File: config.mk
export PLATFORM = sky130hd
export DESIGN_NAME = instr_launcher_mp
export DESIGN_NICKNAME = d
export VERILOG_FILES = /design/src/rtl/instr_launcher_mp_pkg.sv /design/src/rtl/reg_lock_table.sv /design/src/rtl/instr_launcher_mp.sv
export SDC_FILE = /design/constraint.sdc
export NUM_CORES = 1
export LEC_CHECK = 0
export ABC_CLOCK_PERIOD_IN_PS = 3650
export CELL_PAD_IN_SITES_DETAIL_PLACEMENT = 2
export CELL_PAD_IN_SITES_GLOBAL_PLACEMENT = 2
export CORE_MARGIN = 10
export CORE_UTILIZATION = 29
export CTS_CLUSTER_SIZE = 28
export DETAILED_ROUTE_END_ITERATION = 16
export PLACE_DENSITY_LB_ADDON = 0.15
export SYNTH_ARGS = -nofsm -noshare
export SYNTH_HDL_FRONTEND = slang
export SYNTH_SLANG_ARGS = --single-unit
File: constraint.sdc
create_clock -name clk_i -period 3.65 [get_ports clk_i]
set_input_delay 0.365 -clock clk_i [delete_from_list [all_inputs] [get_ports clk_i]]
set_output_delay 0.365 -clock clk_i [all_outputs]
set_load 0.05 [all_outputs]
File: src/rtl/instr_launcher_mp_pkg.sv
// Shared types and default sizing for the in-order launch stage.
// The lock table state is sized from these defaults, so top-level overrides must match them.
package instr_launcher_mp_pkg;

  localparam int unsigned DEF_NUM_REGS        = 64;
  localparam int unsigned DEF_NUM_OUTSTANDING = 7;
  localparam int unsigned DEF_NUM_CPL         = 2;
  localparam int unsigned REG_IDX_W           = $clog2(DEF_NUM_REGS);
  localparam int unsigned CNT_W               = $clog2(DEF_NUM_OUTSTANDING + 1);

  typedef struct packed {
    logic [7:0]           opcode;
    logic [REG_IDX_W-1:0] rd;
    logic [17:0]          imm;
  } decoded_instr_t;

  typedef struct packed {
    logic [DEF_NUM_REGS-1:0] locked;
    logic [CNT_W-1:0]        count;
    logic                    blk_pend;
  } launch_state_t;

endpackage

File: src/rtl/reg_lock_table.sv
// Destination-register scoreboard: lock vector, in-flight count and blocking flag,
// with one set port, NUM_CPL clear ports, hazard detection and a sticky error.
module reg_lock_table
  import instr_launcher_mp_pkg::*;
#(
  parameter int unsigned NUM_CPL = DEF_NUM_CPL
) (
  input  logic                         clk_i,
  input  logic                         arst_ni,
  input  logic                         flush_i,
  input  logic                         set_i,
  input  logic [REG_IDX_W-1:0]         set_rd_i,
  input  logic                         set_blocking_i,
  input  logic [REG_IDX_W-1:0]         chk_rd_i,
  input  logic [DEF_NUM_REGS-1:0]      chk_req_i,
  input  logic [NUM_CPL-1:0]           cpl_valid_i,
  input  logic [NUM_CPL*REG_IDX_W-1:0] cpl_rd_i,
  output launch_state_t                state_o,
  output logic                         hazard_o,
  output logic                         err_o
);

  launch_state_t           st_q, st_d;
  logic                    err_q, err_d;
  logic [DEF_NUM_REGS-1:0] need;
  logic [REG_IDX_W-1:0]    cpl_rd;
  int                      pop;
  int                      cnt_next;

  always_comb begin
    need           = chk_req_i;
    need[chk_rd_i] = 1'b1;
    need[0]        = 1'b0;
  end

  // Only registered locks are consulted: a completion frees its register one cycle later.
  assign hazard_o = |(need & st_q.locked);

  always_comb begin
    st_d     = st_q;
    err_d    = err_q;
    pop      = 0;
    cpl_rd   = '0;
    cnt_next = 0;
    if (set_i && (set_rd_i != '0)) st_d.locked[set_rd_i] = 1'b1;
    for (int i = 0; i < int'(NUM_CPL); i++) begin
      if (cpl_valid_i[i]) begin
        cpl_rd = cpl_rd_i[i*REG_IDX_W +: REG_IDX_W];
        pop    = pop + 1;
        if (cpl_rd != '0) begin
          if (!st_q.locked[cpl_rd]) err_d = 1'b1;
          st_d.locked[cpl_rd] = 1'b0;
        end
      end
    end
    cnt_next = int'(st_q.count) + (set_i ? 1 : 0) - pop;
    if (cnt_next < 0) begin
      cnt_next = 0;
      err_d    = 1'b1;
    end
    st_d.count = CNT_W'(cnt_next);
    if (set_i) st_d.blk_pend = set_blocking_i;
    if (cnt_next == 0) st_d.blk_pend = 1'b0;
    if (flush_i) begin
      st_d  = '0;
      err_d = err_q;
    end
  end

  always_ff @(posedge clk_i or negedge arst_ni) begin
    if (!arst_ni) begin
      st_q  <= '0;
      err_q <= 1'b0;
    end else begin
      st_q  <= st_d;
      err_q <= err_d;
    end
  end

  assign state_o = st_q;
  assign err_o   = err_q;

endmodule

File: src/rtl/instr_launcher_mp.sv
// In-order launch stage: hazard/occupancy/blocking gating in front of a registered
// valid/ready output stage, with multi-port completion handled by reg_lock_table.
module instr_launcher_mp
  import instr_launcher_mp_pkg::*;
#(
  parameter int unsigned NUM_REGS        = DEF_NUM_REGS,
  parameter int unsigned NUM_OUTSTANDING = DEF_NUM_OUTSTANDING,
  parameter int unsigned NUM_CPL         = DEF_NUM_CPL,
  parameter int unsigned PAYLOAD_W       = $bits(decoded_instr_t)
) (
  input  logic                                   clk_i,
  input  logic                                   arst_ni,
  input  logic                                   flush_i,
  input  logic [PAYLOAD_W-1:0]                   in_payload_i,
  input  logic [$clog2(NUM_REGS)-1:0]            in_rd_i,
  input  logic [NUM_REGS-1:0]                    in_reg_req_i,
  input  logic                                   in_blocking_i,
  input  logic                                   in_valid_i,
  output logic                                   in_ready_o,
  output logic [PAYLOAD_W-1:0]                   out_payload_o,
  output logic                                   out_valid_o,
  input  logic                                   out_ready_i,
  input  logic [NUM_CPL-1:0]                     cpl_valid_i,
  input  logic [NUM_CPL*$clog2(NUM_REGS)-1:0]    cpl_rd_i,
  output logic [$clog2(NUM_OUTSTANDING+1)-1:0]   outstanding_o,
  output logic                                   err_o
);

  localparam logic [CNT_W-1:0] MAX_CNT = CNT_W'(NUM_OUTSTANDING);

  launch_state_t          st;
  logic                   hazard;
  logic                   accept;
  logic                   out_valid_q, out_valid_d;
  logic [PAYLOAD_W-1:0]   out_payload_q, out_payload_d;

  reg_lock_table #(
    .NUM_CPL (NUM_CPL)
  ) u_lock (
    .clk_i          (clk_i),
    .arst_ni        (arst_ni),
    .flush_i        (flush_i),
    .set_i          (accept),
    .set_rd_i       (in_rd_i),
    .set_blocking_i (in_blocking_i),
    .chk_rd_i       (in_rd_i),
    .chk_req_i      (in_reg_req_i),
    .cpl_valid_i    (cpl_valid_i),
    .cpl_rd_i       (cpl_rd_i),
    .state_o        (st),
    .hazard_o       (hazard),
    .err_o          (err_o)
  );

  // Readiness is a function of registered state and sideband inputs only, never of in_valid_i.
  assign in_ready_o = !flush_i && (!out_valid_q || out_ready_i) && !hazard &&
                      (st.count < MAX_CNT) && !st.blk_pend &&
                      (!in_blocking_i || (st.count == '0));
  assign accept     = in_valid_i && in_ready_o;

  always_comb begin
    out_valid_d   = out_valid_q;
    out_payload_d = out_payload_q;
    if (accept) begin
      out_valid_d   = 1'b1;
      out_payload_d = in_payload_i;
    end else if (out_ready_i) begin
      out_valid_d = 1'b0;
    end
    if (flush_i) out_valid_d = 1'b0;
  end

  always_ff @(posedge clk_i or negedge arst_ni) begin
    if (!arst_ni) begin
      out_valid_q   <= 1'b0;
      out_payload_q <= '0;
    end else begin
      out_valid_q   <= out_valid_d;
      out_payload_q <= out_payload_d;
    end
  end

  assign out_valid_o   = out_valid_q;
  assign out_payload_o = out_payload_q;
  assign outstanding_o = st.count;

endmodule

==> metrics.md <==
| Metric | Value |
|---|---|
| Status | completed |
| Met1 Use GR | approximately 36% |
| Die area | around 35000 um^2 |
| Remaining Overflow, GRT | 0 |
| Clock Path Buffers | 2 |
| Mapped Cells | 938 |
| Top cells by count, synth | dfrtp_1, nor2_1, nand2_1 |
| Crit end category | output pin |
| Number of inserted diodes | 0 |
| Register area share after synthesis | 31.3% |
| Ys async rst share | 100% |
| Distinct cells, synth | between 70 and 80 |
| WL final | 51600 um |
| First-pass GRT wire length | 74000 um |
| Met2 usage in global routing | between 40% and 50% |
| Finish-stage setup viols | 0 |
| Highest-delay cell along the critical path | clkdlybuf4s50_1 |
| Top-area cell type share of the netlist area | between 30 and 40% |
| Max-slew violations | 0 |
| WL/cell | 33.1 um |
| CTS Buf Count | 9 |
| Share of layout cells above drive strength 1 | a little under a quarter |
| Die height | 188 um |
| Vias | ~9.7k |
| Post-placement cell count | 1533 |
| # IOs | 160 |
| Core Area | 27800 um^2 |
| Power Total | roughly 5 mW |
| Mean post-synth cell area | 8.70 um^2 |
| Fmax | about 280 MHz |
| Number of synthesized flops with an enable pin | 0 |
| Clock Latency Late Sink | around 370 ps |
| Pin count of the biggest net entering global routing | 76 |
| Slew headroom | 36.4% |
| Least-Margin Pin Slew | about 950 ps |
| Top_reg_cell synth | dfrtp_1 |
| Setup crit start kind | input pin |
| Ys Warns | 0 |
| Port Buffer Count | approximately 160 |
| Critical Path RT | 3280 ps |
| Arrival @ worst endpoint | between 3000 and 4000 ps |
| HPWL Detailed | approximately 39000 um |
| Syn_nets | roughly 1.1k |
| CP Max Fanout | 37 |
| Max stage delay on crit path | between 400 and 500 ps |
| Most numerous cell in the Yosys netlist | dfrtp_1 |
| Max-Cap Viols | 0 |
| Worst-path clk slew | around 80 ps |
| Total track usage | between 20% and 30% |
| Leakage | ~4.7 nW |
| Die X | 188 um |
| Vias in the first global route | 10.3k |
| # rows | 61 |
| Crit path time final | between 3000 and 4000 ps |
| Pre-CTS worst setup slack | -534 ps |
| Clock Skew | approximately 12 ps |
| VDD IR max | approximately 0.00026 V |
| PnR worst setup slack | around 34 ps |
| Starting Density | between 20 and 30% |
| Area Overhead vs Synth | 42.1% |
| Worst Hold Class | input pin to async pin |
| Fin Setup TNS | 0 ps |
| Post-synthesis cell area | roughly 8200 um^2 |
| Antenna violations before repair | 1 |
| Router iterations before antenna repair | 5 |
| CTS H-tree depth | 3 |
| Root buffer cell | clkbuf_16 |
| Leading area contributor after synthesis | dfrtp_1 |
| Crit Path Category | input pin to output pin |
| Yosys reg bits | 102 |
| First-iteration detailed-routing DRC count | 1191 |
| Finished Layout Cells | around 1.6k |
| Vias per inst | between 6 and 7 |
| Post-DRT Antenna Nets | 0 |
| Pwr Density | 437 nW/um^2 |
| Nets | approximately 1.3k |
| Cells along the critical path | clkdlybuf4s50_1 > buf_12 > nor4bb_2 > buf_4 > a32o_1 > a21oi_2 > nand4_1 > nor4_4 > buf_4 > buf_6 > and2_1 > buf_12 |
| Final period util | between 90% and 100% |
| Number of remaining DRC errors | 0 |
| Area contributors post-synth | dfrtp_1, mux2_4, nor3_1, nor2_1, nand2_1 |
| GRT busiest layer | met2 |
| Routability Congestion | roughly 1 |
| GR Util met3 | about 7.8% |
| TritonCTS clock tree | done |
| Final hold vios | 0 |
| Sink Count | roughly 100 |
-- flip-flops by register name (all words and copies together) (netlist names) --
| signal | cells |
|---|---|
| out_payload_o | 32 |
| out_valid_o | 1 |
| u_lock.err_o | 1 |
| u_lock.state_o | 68 |
-- power by group --
| group | leakage [nW] | internal [mW] | switching, mW |
|---|---|---|---|
| combinational | 3.23 | 1.03 | 1.54 |
| sequential | 1.34 | 1.33 | 0.130 |
| clock | 0.145 | 0.483 | 0.555 |
| total | 4.71 | 2.84 | 2.23 |
-- worst paths after layout --
| path | startpoint | endpoint | slack (ps) | cells after the start |
|---|---|---|---|---|
| worst max register to register | u_lock.state_o[52] | u_lock.state_o[0] | 110 | 15 |
| min in group clk_i | out_payload_o[26] | out_payload_o[26] | 520 | 1 |
| worst min-delay path | arst_ni | u_lock.state_o[24] | 130 | 1 |
| worst min register to register | out_payload_o[26] | out_payload_o[26] | 520 | 1 |
| worst max-delay path | in_rd_i[4] | in_ready_o | 30 | 12 |
| max in group asynchronous | arst_ni | out_payload_o[6] | 2740 | 2 |
-- placed cells by master, fill, tap and decap left out, drive strengths merged, types with 14 or more instances in the layout --
master	instances
a31oi	22
dfrtp	102
a22oi	32
or3	25
nand4	20
nand2b	18
nand2	72
a21oi	18
inv	26
buf	151
nor2	83
nand3	37
o21ai	26
o41ai	20
nor3	70
mux2	45
o221ai	14
o22ai	37
clkdlybuf4s50	150
-- per-layer routing --
metal,part of all wire [%],wire length (um)
met5,0,0
met4,4.7,2400
met3,9.2,4750
met2,44,22800
met1,42,21600
-- logic make-up (layout without fill, tap and decap cells) --
| family | count (synthesis) | after routing | synth area share, % |
|---|---|---|---|
| compound gates | 240 | 240 | 22.1 |
| fa+ha+maj | 9 | 9 | 1.44 |
| buf+inv | 106 | 348 | 6.07 |
| flops | 102 | 102 | 31.3 |
| mux | 68 | 68 | 12.2 |
| simple gates | 413 | 413 | 26.9 |
-- worst max-delay path: cells and delay by family --
kind                   cells  cell delay (ps)
AOI/OAI and AO/OA          2              440
buffers and inverters      6             1390
and+or+nand+nor            4              980
-- metrics by stage --
step	hold WS (ps)	util [%]	area, um^2
detailed placement	495	39.8	11100
CTS	180	41.1	11400
global route	211	41.7	11600
global placement	488	39.8	11100
floorplan	69.4	-	8170
finish	133	41.7	11600
-- cell type report --
class	count	area (um^2)
fillers	3088	16200
flip-flops and latches	102	2560
repair buffers	309	2980
inverters	23	86.3
well taps	378	473
clock inverters	7	67.6
clock buffers	9	225
multi-input cells	730	5210
-- timing repair --
item | CTS | global route
buffers inserted | 0 | 6
hold buffers | 0 | 0
pin swaps | 3 | 11
gates cloned | 1 | 2
gates resized for setup | 11 | 21
endpoints found under the setup margin | 2 | 3
No activity file was read; power rests on OpenSTA's default activity.
